## src/rtl/alu_operand_sequencer_if.sv

```systemverilog
// Bus between the lab-board input logic, the ALU front-end sequencer and the ALU.
// Optional flag signals exist only when ALU_FLAGS_EN is defined.
interface alu_operand_sequencer_if #(
   parameter int N_BITS  = 8,
   parameter int OP_BITS = 2
);
   logic [N_BITS-1:0]  dato_in;
   logic               cargar;
   logic               borrar;
   logic [N_BITS-1:0]  entrada_a;
   logic [N_BITS-1:0]  entrada_b;
   logic [OP_BITS-1:0] op_sel;
   logic [N_BITS-1:0]  resultado_alu;
   logic [N_BITS-1:0]  resultado;
   logic               valido;
   logic [2:0]         estado;
`ifdef ALU_FLAGS_EN
   logic               flag_cero;
   logic               flag_neg;
`endif

   // Board/ALU side: supplies data, strobes and the ALU result.
   modport master (
      output dato_in, cargar, borrar, resultado_alu,
      input  entrada_a, entrada_b, op_sel, resultado, valido, estado
`ifdef ALU_FLAGS_EN
      , input flag_cero, flag_neg
`endif
   );

   // Sequencer side.
   modport slave (
      input  dato_in, cargar, borrar, resultado_alu,
      output entrada_a, entrada_b, op_sel, resultado, valido, estado
`ifdef ALU_FLAGS_EN
      , output flag_cero, flag_neg
`endif
   );
endinterface

```

## src/rtl/alu_operand_sequencer.sv

```systemverilog
// Collects operand A, operand B and opcode from a shared bus, then captures the ALU result.
// Define ALU_FLAGS_EN to add registered zero/negative flags captured with the result.
module alu_operand_sequencer #(
   parameter int N_BITS  = 8,
   parameter int OP_BITS = 2
) (
   input logic                   clk,
   input logic                   reset_n,
   alu_operand_sequencer_if.slave bus
);
   localparam logic [2:0] ESPERA_A  = 3'd0;
   localparam logic [2:0] ESPERA_B  = 3'd1;
   localparam logic [2:0] ESPERA_OP = 3'd2;
   localparam logic [2:0] CALCULA   = 3'd3;
   localparam logic [2:0] MUESTRA   = 3'd4;

   logic [2:0]         estado_r;
   logic [N_BITS-1:0]  entrada_a_r;
   logic [N_BITS-1:0]  entrada_b_r;
   logic [OP_BITS-1:0] op_sel_r;
   logic [N_BITS-1:0]  resultado_r;
   logic               valido_r;
`ifdef ALU_FLAGS_EN
   logic               flag_cero_r;
   logic               flag_neg_r;
`endif

   logic [2:0] estado_nxt_s;
   logic       load_a_s;
   logic       load_b_s;
   logic       load_op_s;
   logic       capture_s;
   logic       drop_valid_s;

   // Next-state and register-enable decode; borrar overrides any pending load.
   always_comb begin
      estado_nxt_s = estado_r;
      load_a_s     = 1'b0;
      load_b_s     = 1'b0;
      load_op_s    = 1'b0;
      capture_s    = 1'b0;
      drop_valid_s = 1'b0;
      if (bus.borrar) begin
         estado_nxt_s = ESPERA_A;
      end else begin
         case (estado_r)
            ESPERA_A: begin
               if (bus.cargar) begin
                  load_a_s     = 1'b1;
                  estado_nxt_s = ESPERA_B;
               end else begin
                  estado_nxt_s = ESPERA_A;
               end
            end
            ESPERA_B: begin
               if (bus.cargar) begin
                  load_b_s     = 1'b1;
                  estado_nxt_s = ESPERA_OP;
               end else begin
                  estado_nxt_s = ESPERA_B;
               end
            end
            ESPERA_OP: begin
               if (bus.cargar) begin
                  load_op_s    = 1'b1;
                  estado_nxt_s = CALCULA;
               end else begin
                  estado_nxt_s = ESPERA_OP;
               end
            end
            CALCULA: begin
               capture_s    = 1'b1;
               estado_nxt_s = MUESTRA;
            end
            MUESTRA: begin
               // A new operand set starts directly; the old result stays visible but invalid.
               if (bus.cargar) begin
                  load_a_s     = 1'b1;
                  drop_valid_s = 1'b1;
                  estado_nxt_s = ESPERA_B;
               end else begin
                  estado_nxt_s = MUESTRA;
               end
            end
            default: begin
               drop_valid_s = 1'b1;
               estado_nxt_s = ESPERA_A;
            end
         endcase
      end
   end

   // State and operand registers; operands survive borrar.
   always_ff @(posedge clk or negedge reset_n) begin
      if (!reset_n) begin
         estado_r    <= ESPERA_A;
         entrada_a_r <= {N_BITS{1'b0}};
         entrada_b_r <= {N_BITS{1'b0}};
         op_sel_r    <= {OP_BITS{1'b0}};
      end else begin
         estado_r <= estado_nxt_s;
         if (load_a_s) begin
            entrada_a_r <= bus.dato_in;
         end
         if (load_b_s) begin
            entrada_b_r <= bus.dato_in;
         end
         if (load_op_s) begin
            op_sel_r <= bus.dato_in[OP_BITS-1:0];
         end
      end
   end

   // Result capture and validity; borrar clears the held result.
   always_ff @(posedge clk or negedge reset_n) begin
      if (!reset_n) begin
         resultado_r <= {N_BITS{1'b0}};
         valido_r    <= 1'b0;
`ifdef ALU_FLAGS_EN
         flag_cero_r <= 1'b0;
         flag_neg_r  <= 1'b0;
`endif
      end else if (bus.borrar) begin
         resultado_r <= {N_BITS{1'b0}};
         valido_r    <= 1'b0;
`ifdef ALU_FLAGS_EN
         flag_cero_r <= 1'b0;
         flag_neg_r  <= 1'b0;
`endif
      end else if (capture_s) begin
         resultado_r <= bus.resultado_alu;
         valido_r    <= 1'b1;
`ifdef ALU_FLAGS_EN
         flag_cero_r <= (bus.resultado_alu == {N_BITS{1'b0}});
         flag_neg_r  <= bus.resultado_alu[N_BITS-1];
`endif
      end else if (drop_valid_s) begin
         valido_r <= 1'b0;
      end
   end

   assign bus.estado    = estado_r;
   assign bus.entrada_a = entrada_a_r;
   assign bus.entrada_b = entrada_b_r;
   assign bus.op_sel    = op_sel_r;
   assign bus.resultado = resultado_r;
   assign bus.valido    = valido_r;
`ifdef ALU_FLAGS_EN
   assign bus.flag_cero = flag_cero_r;
   assign bus.flag_neg  = flag_neg_r;
`endif
endmodule
```

## src/flat_wrapper.sv

```systemverilog
// flat-port wrapper written by rule: the top's interface ports become plain ports
module alu_operand_sequencer_flat 
#(
   parameter int N_BITS  = 8,
   parameter int OP_BITS = 2
)
  (clk, reset_n, bus_dato_in, bus_cargar, bus_borrar, bus_resultado_alu, bus_entrada_a, bus_entrada_b, bus_op_sel, bus_resultado, bus_valido, bus_estado);
  alu_operand_sequencer_if #(.N_BITS(N_BITS), .OP_BITS(OP_BITS)) bus_i ();
  input logic clk;
  input logic reset_n;
  input wire logic [$bits(bus_i.dato_in)-1:0] bus_dato_in;
  input wire logic [$bits(bus_i.cargar)-1:0] bus_cargar;
  input wire logic [$bits(bus_i.borrar)-1:0] bus_borrar;
  input wire logic [$bits(bus_i.resultado_alu)-1:0] bus_resultado_alu;
  output wire logic [$bits(bus_i.entrada_a)-1:0] bus_entrada_a;
  output wire logic [$bits(bus_i.entrada_b)-1:0] bus_entrada_b;
  output wire logic [$bits(bus_i.op_sel)-1:0] bus_op_sel;
  output wire logic [$bits(bus_i.resultado)-1:0] bus_resultado;
  output wire logic [$bits(bus_i.valido)-1:0] bus_valido;
  output wire logic [$bits(bus_i.estado)-1:0] bus_estado;
  assign bus_i.dato_in = bus_dato_in;
  assign bus_i.cargar = bus_cargar;
  assign bus_i.borrar = bus_borrar;
  assign bus_i.resultado_alu = bus_resultado_alu;
  assign bus_entrada_a = bus_i.entrada_a;
  assign bus_entrada_b = bus_i.entrada_b;
  assign bus_op_sel = bus_i.op_sel;
  assign bus_resultado = bus_i.resultado;
  assign bus_valido = bus_i.valido;
  assign bus_estado = bus_i.estado;
  alu_operand_sequencer #(.N_BITS(N_BITS), .OP_BITS(OP_BITS)) u_core (.clk(clk), .reset_n(reset_n), .bus(bus_i));
endmodule
```

## config.mk

```make
export PLATFORM = sky130hd
export DESIGN_NAME = alu_operand_sequencer_flat
export DESIGN_NICKNAME = d
export VERILOG_FILES = /design/src/rtl/alu_operand_sequencer_if.sv /design/src/rtl/alu_operand_sequencer.sv /design/src/flat_wrapper.sv
export SDC_FILE = /design/constraint.sdc
export NUM_CORES = 1
export LEC_CHECK = 0
export ABC_CLOCK_PERIOD_IN_PS = 3040
export CORE_ASPECT_RATIO = 0.6
export CORE_MARGIN = 10
export CORE_UTILIZATION = 45
export DETAILED_ROUTE_END_ITERATION = 6
export PLACE_DENSITY = 0.94
export RECOVER_POWER = 50
export SYNTH_ARGS = -nofsm -noshare
export SYNTH_HDL_FRONTEND = slang
export SYNTH_SLANG_ARGS = --single-unit
```

## constraint.sdc

```tcl
create_clock -name clk -period 3.04 [get_ports clk]
set_input_delay 0.608 -clock clk [delete_from_list [all_inputs] [get_ports clk]]
set_output_delay 0.608 -clock clk [all_outputs]
set_load 0.02 [all_outputs]
```

# ---- Word level (Yosys, flattened, before mapping)
# Index checks and enable logic that the tools add are counted.
dict set report classes {
  eq_ne 4
  mux 22
  reduce_logical 5
}
# operator count
set ops {}
lappend ops {{8-bit 2-to-1 mux} 2}
lappend ops {{1-bit 2-to-1 mux} 15}
lappend ops {{3-bit one-hot mux with 5 select lines} 1}
lappend ops {{3-bit by 2-bit equality test with 1-bit output, second input constant} 2}
lappend ops {{3-bit 2-to-1 mux} 2}
lappend ops {{4-bit OR reduction} 1}
lappend ops {{3-bit by 1-bit equality test with 1-bit output, second input constant} 1}
lappend ops {{3-bit equality test, second input constant} 1}
lappend ops {{3-bit zero test} 1}
lappend ops {{3-bit nonzero test} 1}
lappend ops {{2-bit 2-to-1 mux} 1}
lappend ops {{1-bit one-hot mux with 2 select lines} 1}
lappend ops {{2-bit nonzero test} 1}
lappend ops {{2-bit OR reduction} 1}
dict set report word_totals {
  output_inout_bits 30
  register_bits 30
  wordCells 37
  input_bits 20
}

# ---- Logic depth before layout (Yosys ltp)
dict set report depth {
  depth_word 7
  mapped_depth 5
  ltp_nobuf 3
}

# ---- Worst setup path after synthesis
# OpenSTA, ideal clock, no wires.
dict set report synth_path {
  path_kind {input to register}
  from {input bus_cargar}
  to {register u_core.entrada_a_r[0], in the netlist u_core.bus.entrada_a[0]}
  path_slack_ns 1.368
  arrival_time_ns 1.548
  path_stages 3
  cell_sequence {nor2b_2 > nor3b_2 > mux2_2}
}
dict set report synth_via {
  elab_chain_cells 3
}
# item line
set synth_rtl {}
lappend synth_rtl {{start, declared} flat_wrapper.sv:12} ;# input wire logic [$bits(bus_i.cargar)-1:0] bus_cargar;
lappend synth_rtl {{1-bit 2-to-1 mux} {alu_operand_sequencer.sv:48, alu_operand_sequencer.sv:77}}
lappend synth_rtl {{1-bit 2-to-1 mux} -}
lappend synth_rtl {{1-bit 2-to-1 mux} alu_operand_sequencer.sv:43} ;# if (bus.borrar) begin
lappend synth_rtl {{end signal, assigned} alu_operand_sequencer.sv:97} ;# entrada_a_r <= {N_BITS{1'b0}};
lappend synth_rtl {{end signal, assigned} alu_operand_sequencer.sv:103} ;# entrada_a_r <= bus.dato_in;
lappend synth_rtl {{end, declared} alu_operand_sequencer.sv:18} ;# logic [N_BITS-1:0] entrada_a_r;
# No other way between the ends.
# A chain may end at the register's enable or synchronous reset.

# ---- Worst setup path in the final report
dict set report layout_path {
  from {input bus_borrar}
  to {register u_core.entrada_a_r[4], in the netlist u_core.bus.entrada_a[4]}
}
dict set report layout_via {
  elab_chain_cells 1
}
# item line
set layout_rtl {}
lappend layout_rtl {{start, declared} flat_wrapper.sv:13} ;# input wire logic [$bits(bus_i.borrar)-1:0] bus_borrar;
lappend layout_rtl {{1-bit 2-to-1 mux} alu_operand_sequencer.sv:43}
# No other way between the ends.

==> flow_summary.ini <==
[finish]
syn_to_final_growth_pct = 48.4
final_common_cell = clkdlybuf4s50_1
final_cell_mix = 44 x clkdlybuf4s50_1, 30 x dfrtp_1, 17 x nand2_1, 10 x a21oi_1, 10 x mux2_2
drive_gt1_share_pct = 18.7
final_nets = 169
antenna_cells = 0

[power_and_ir_drop]
power_uw = 1200
leakagePower_uw = 0.000789
clkPwrFrac_pct = 28.1
p_int_uw = 844
swShare_pct = 29.5
p_sw_uw = 352
p_per_area_nw_per_um2 = 651
ir_drop_v = 0.000450
comb_power_share_pct = 29.7
seq_power_share_pct = 42.2

[cts]
clkLatencyLatePin_ns = 0.28
cts_made_buffers = 5
post_cts_buffers = 0
hold_buffers = 0
post_cts_resize_count = 0
clock_tree.root_cell = clkbuf_8
cts_tree = yes
clockBufferDepth = 2
clock-sinks = 30
clk_pin_slew_ns = 0.06
cts.htree.levels = 2

[timing]
rsz0062_at_grt = no
min_period_ns = 2.26
finalHoldViolCount = 0
fmax_ghz = 0.442
fin_skew_ns = 0.00561
min_period_over_period_pct = 74.4
slew_headroom_pct = -2.17
setup_tns_ns = 0
slew_viol_final = 31
setup_viol_count_final = 0
worst_slew_pin_slew_ns = 1.53

[critical_path]
crit_path_end_kind = flip-flop
cp_slowest_cell = dlygate4sd3_1
rr_startpoint = u_core.bus.estado[0]
rrSetupSlack_ns = 1.27
path_class = input port to flip-flop
path_cells = dlygate4sd3_1 > nor3b_2 > mux2_2
worstPathArrival_ns = 2.43
crit_buf_inv = 1
reg2reg_to = u_core.bus.entrada_a[4]
crit_family = buffers and inverters
crit_fanout = 14
start_kind = input port
max_stage_delay_ns = 0.74
critPathRequiredTime_ns = 3.21
reg2reg_depth = 3

[route]
wl_met1_um = 1340
vias = 915
top_layer = met4
vias_per_cell = 5.03
wire_per_inst_um = 18.3
ant_nets = 0
wl_met2_um = 1700
finalWirelength_um = 3320
met3WireLength_um = 273
dr.pass1.iters = 4
drc = 0
detail_route.iter0.violations = 26

[yosys]
syn_avg_cell_area_sq_um = 12.9
synth_cell_types = 19
ys_seq_elements = 30
yosysWarnings = 0
synthesis.nets = 116
syn_inst = 96
ys_seq_area_share_pct = 60.7
syn_area_sq_um = 1240

[min_path]
whs_endpoint = u_core.bus.entrada_a[2]
worstHoldStart = u_core.bus.entrada_a[2]
whs_path_depth = 1
min_path_type = flip-flop to flip-flop

[outcome]
status = finished, violations left
violations = max-capacitance violations, max-slew violations

[grt]
grt_pass1_vias = 989
grt_use_total_pct = 13.1
grt_max_degree = 31
antenna_found_initial = 0
grt.overflow.total = 0
grt_pass1_wl_um = 5180

[floorplan]
die_area_sq_um = 5320
rows = 14
ios = 50
core-area_sq_um = 2560
dieHeight_um = 60.6
die_x_um = 87.7
start_util_pct = 48.4

[place]
port_buffers = 49
hpwl_um = 2550
routabilityCongestion = 0.813

[run]
drv_cap = 1
stage by stage:
step	setup WS, ns	cell area [sq um]	instances	hold slack [ns]	util [%]
floorplan	1.37	1240	96	0.312	-
global placement	0.583	1750	174	0.491	68.2
detailed placement	0.526	1750	174	0.496	68.2
CTS	0.830	1840	182	0.509	72.0
global route	0.619	1840	182	0.523	71.8
finish	0.777	1840	182	0.508	71.8
synth_stat cells:
| master | n | area, sq um |
|---|---|---|
| nor3b_2 | 1 | 12.5 |
| and3b_1 | 1 | 8.76 |
| nor4b_1 | 1 | 8.76 |
| dfrtp_1 | 30 | 751 |
| a21oi_1 | 10 | 50.1 |
| nor2_1 | 5 | 18.8 |
| nand2_1 | 17 | 63.8 |
| a21boi_0 | 1 | 7.51 |
| nand3_1 | 1 | 5.00 |
| a211oi_1 | 1 | 7.51 |
| nor2b_2 | 1 | 8.76 |
| mux2_2 | 10 | 113 |
| nor3_1 | 1 | 5.00 |
| mux2_4 | 8 | 120 |
| or3_1 | 1 | 6.26 |
| buf_6 | 2 | 22.5 |
| nand3b_1 | 2 | 15.0 |
| nand2b_1 | 1 | 6.26 |
| clkbuf_1 | 2 | 7.51 |
routing by layer:
layer,global-route usage [%],up-vias
li1,-,434
met1,14.0,447
met2,22.4,30
met3,7.62,4
met4,2.71,0
met5,0,-
registers in the layout, summed over array words and instances, names as in the netlist:
name,cells
u_core.bus.entrada_a,8
u_core.bus.entrada_b,8
u_core.bus.resultado,8
u_core.bus.estado,3
u_core.bus.op_sel,2
u_core.bus.valido,1
cells by family after synthesis:
family	share of synthesized area, %
mux	18.8
compound gates	5.26
flops	60.7
buf+inv	2.43
simple gates	12.8
power by group through the flow:
| stage | Sequential, uW | Clock [uW] | Combinational, uW |
|---|---|---|---|
| 2_1_floorplan | 586 | 0 | 91.9 |
| 3_3_place_gp | 506 | 0 | 356 |
| 3_5_place_dp | 511 | 0 | 362 |
| 4_1_cts | 505 | 337 | 364 |
| 5_1_grt | 512 | 359 | 377 |
| 6_report | 504 | 336 | 355 |
final cells by class:
type | instances | area (sq um)
tap | 32 | 40.0
clock buffer | 6 | 82.6
sequential | 30 | 751
fill | 180 | 721
timing repair buffer | 50 | 494
clock inverter | 2 | 12.5
multi-input combinational | 62 | 457
worst reg2reg max path, stage by stage, from the launching register on:
cell and delay (ns):
dfrtp_1 0.46, nor2b_2 0.18, nor3b_2 0.60, mux2_2 0.41
how the worst max path moves through the flow:
stage	depth (start not counted)	from	slack, ns	to
2_1_floorplan	3	bus_cargar	1.37	u_core.bus.entrada_a[0]
3_3_place_gp	3	bus_borrar	0.58	u_core.bus.entrada_b[7]
3_5_place_dp	3	bus_borrar	0.53	u_core.bus.entrada_b[2]
5_1_grt	2	reset_n	0.62	u_core.bus.entrada_b[6]
6_report	3	bus_borrar	0.78	u_core.bus.entrada_a[4]
4_1_cts	3	bus_borrar	0.83	u_core.bus.entrada_b[5]
(Power assumes the default switching activity.)
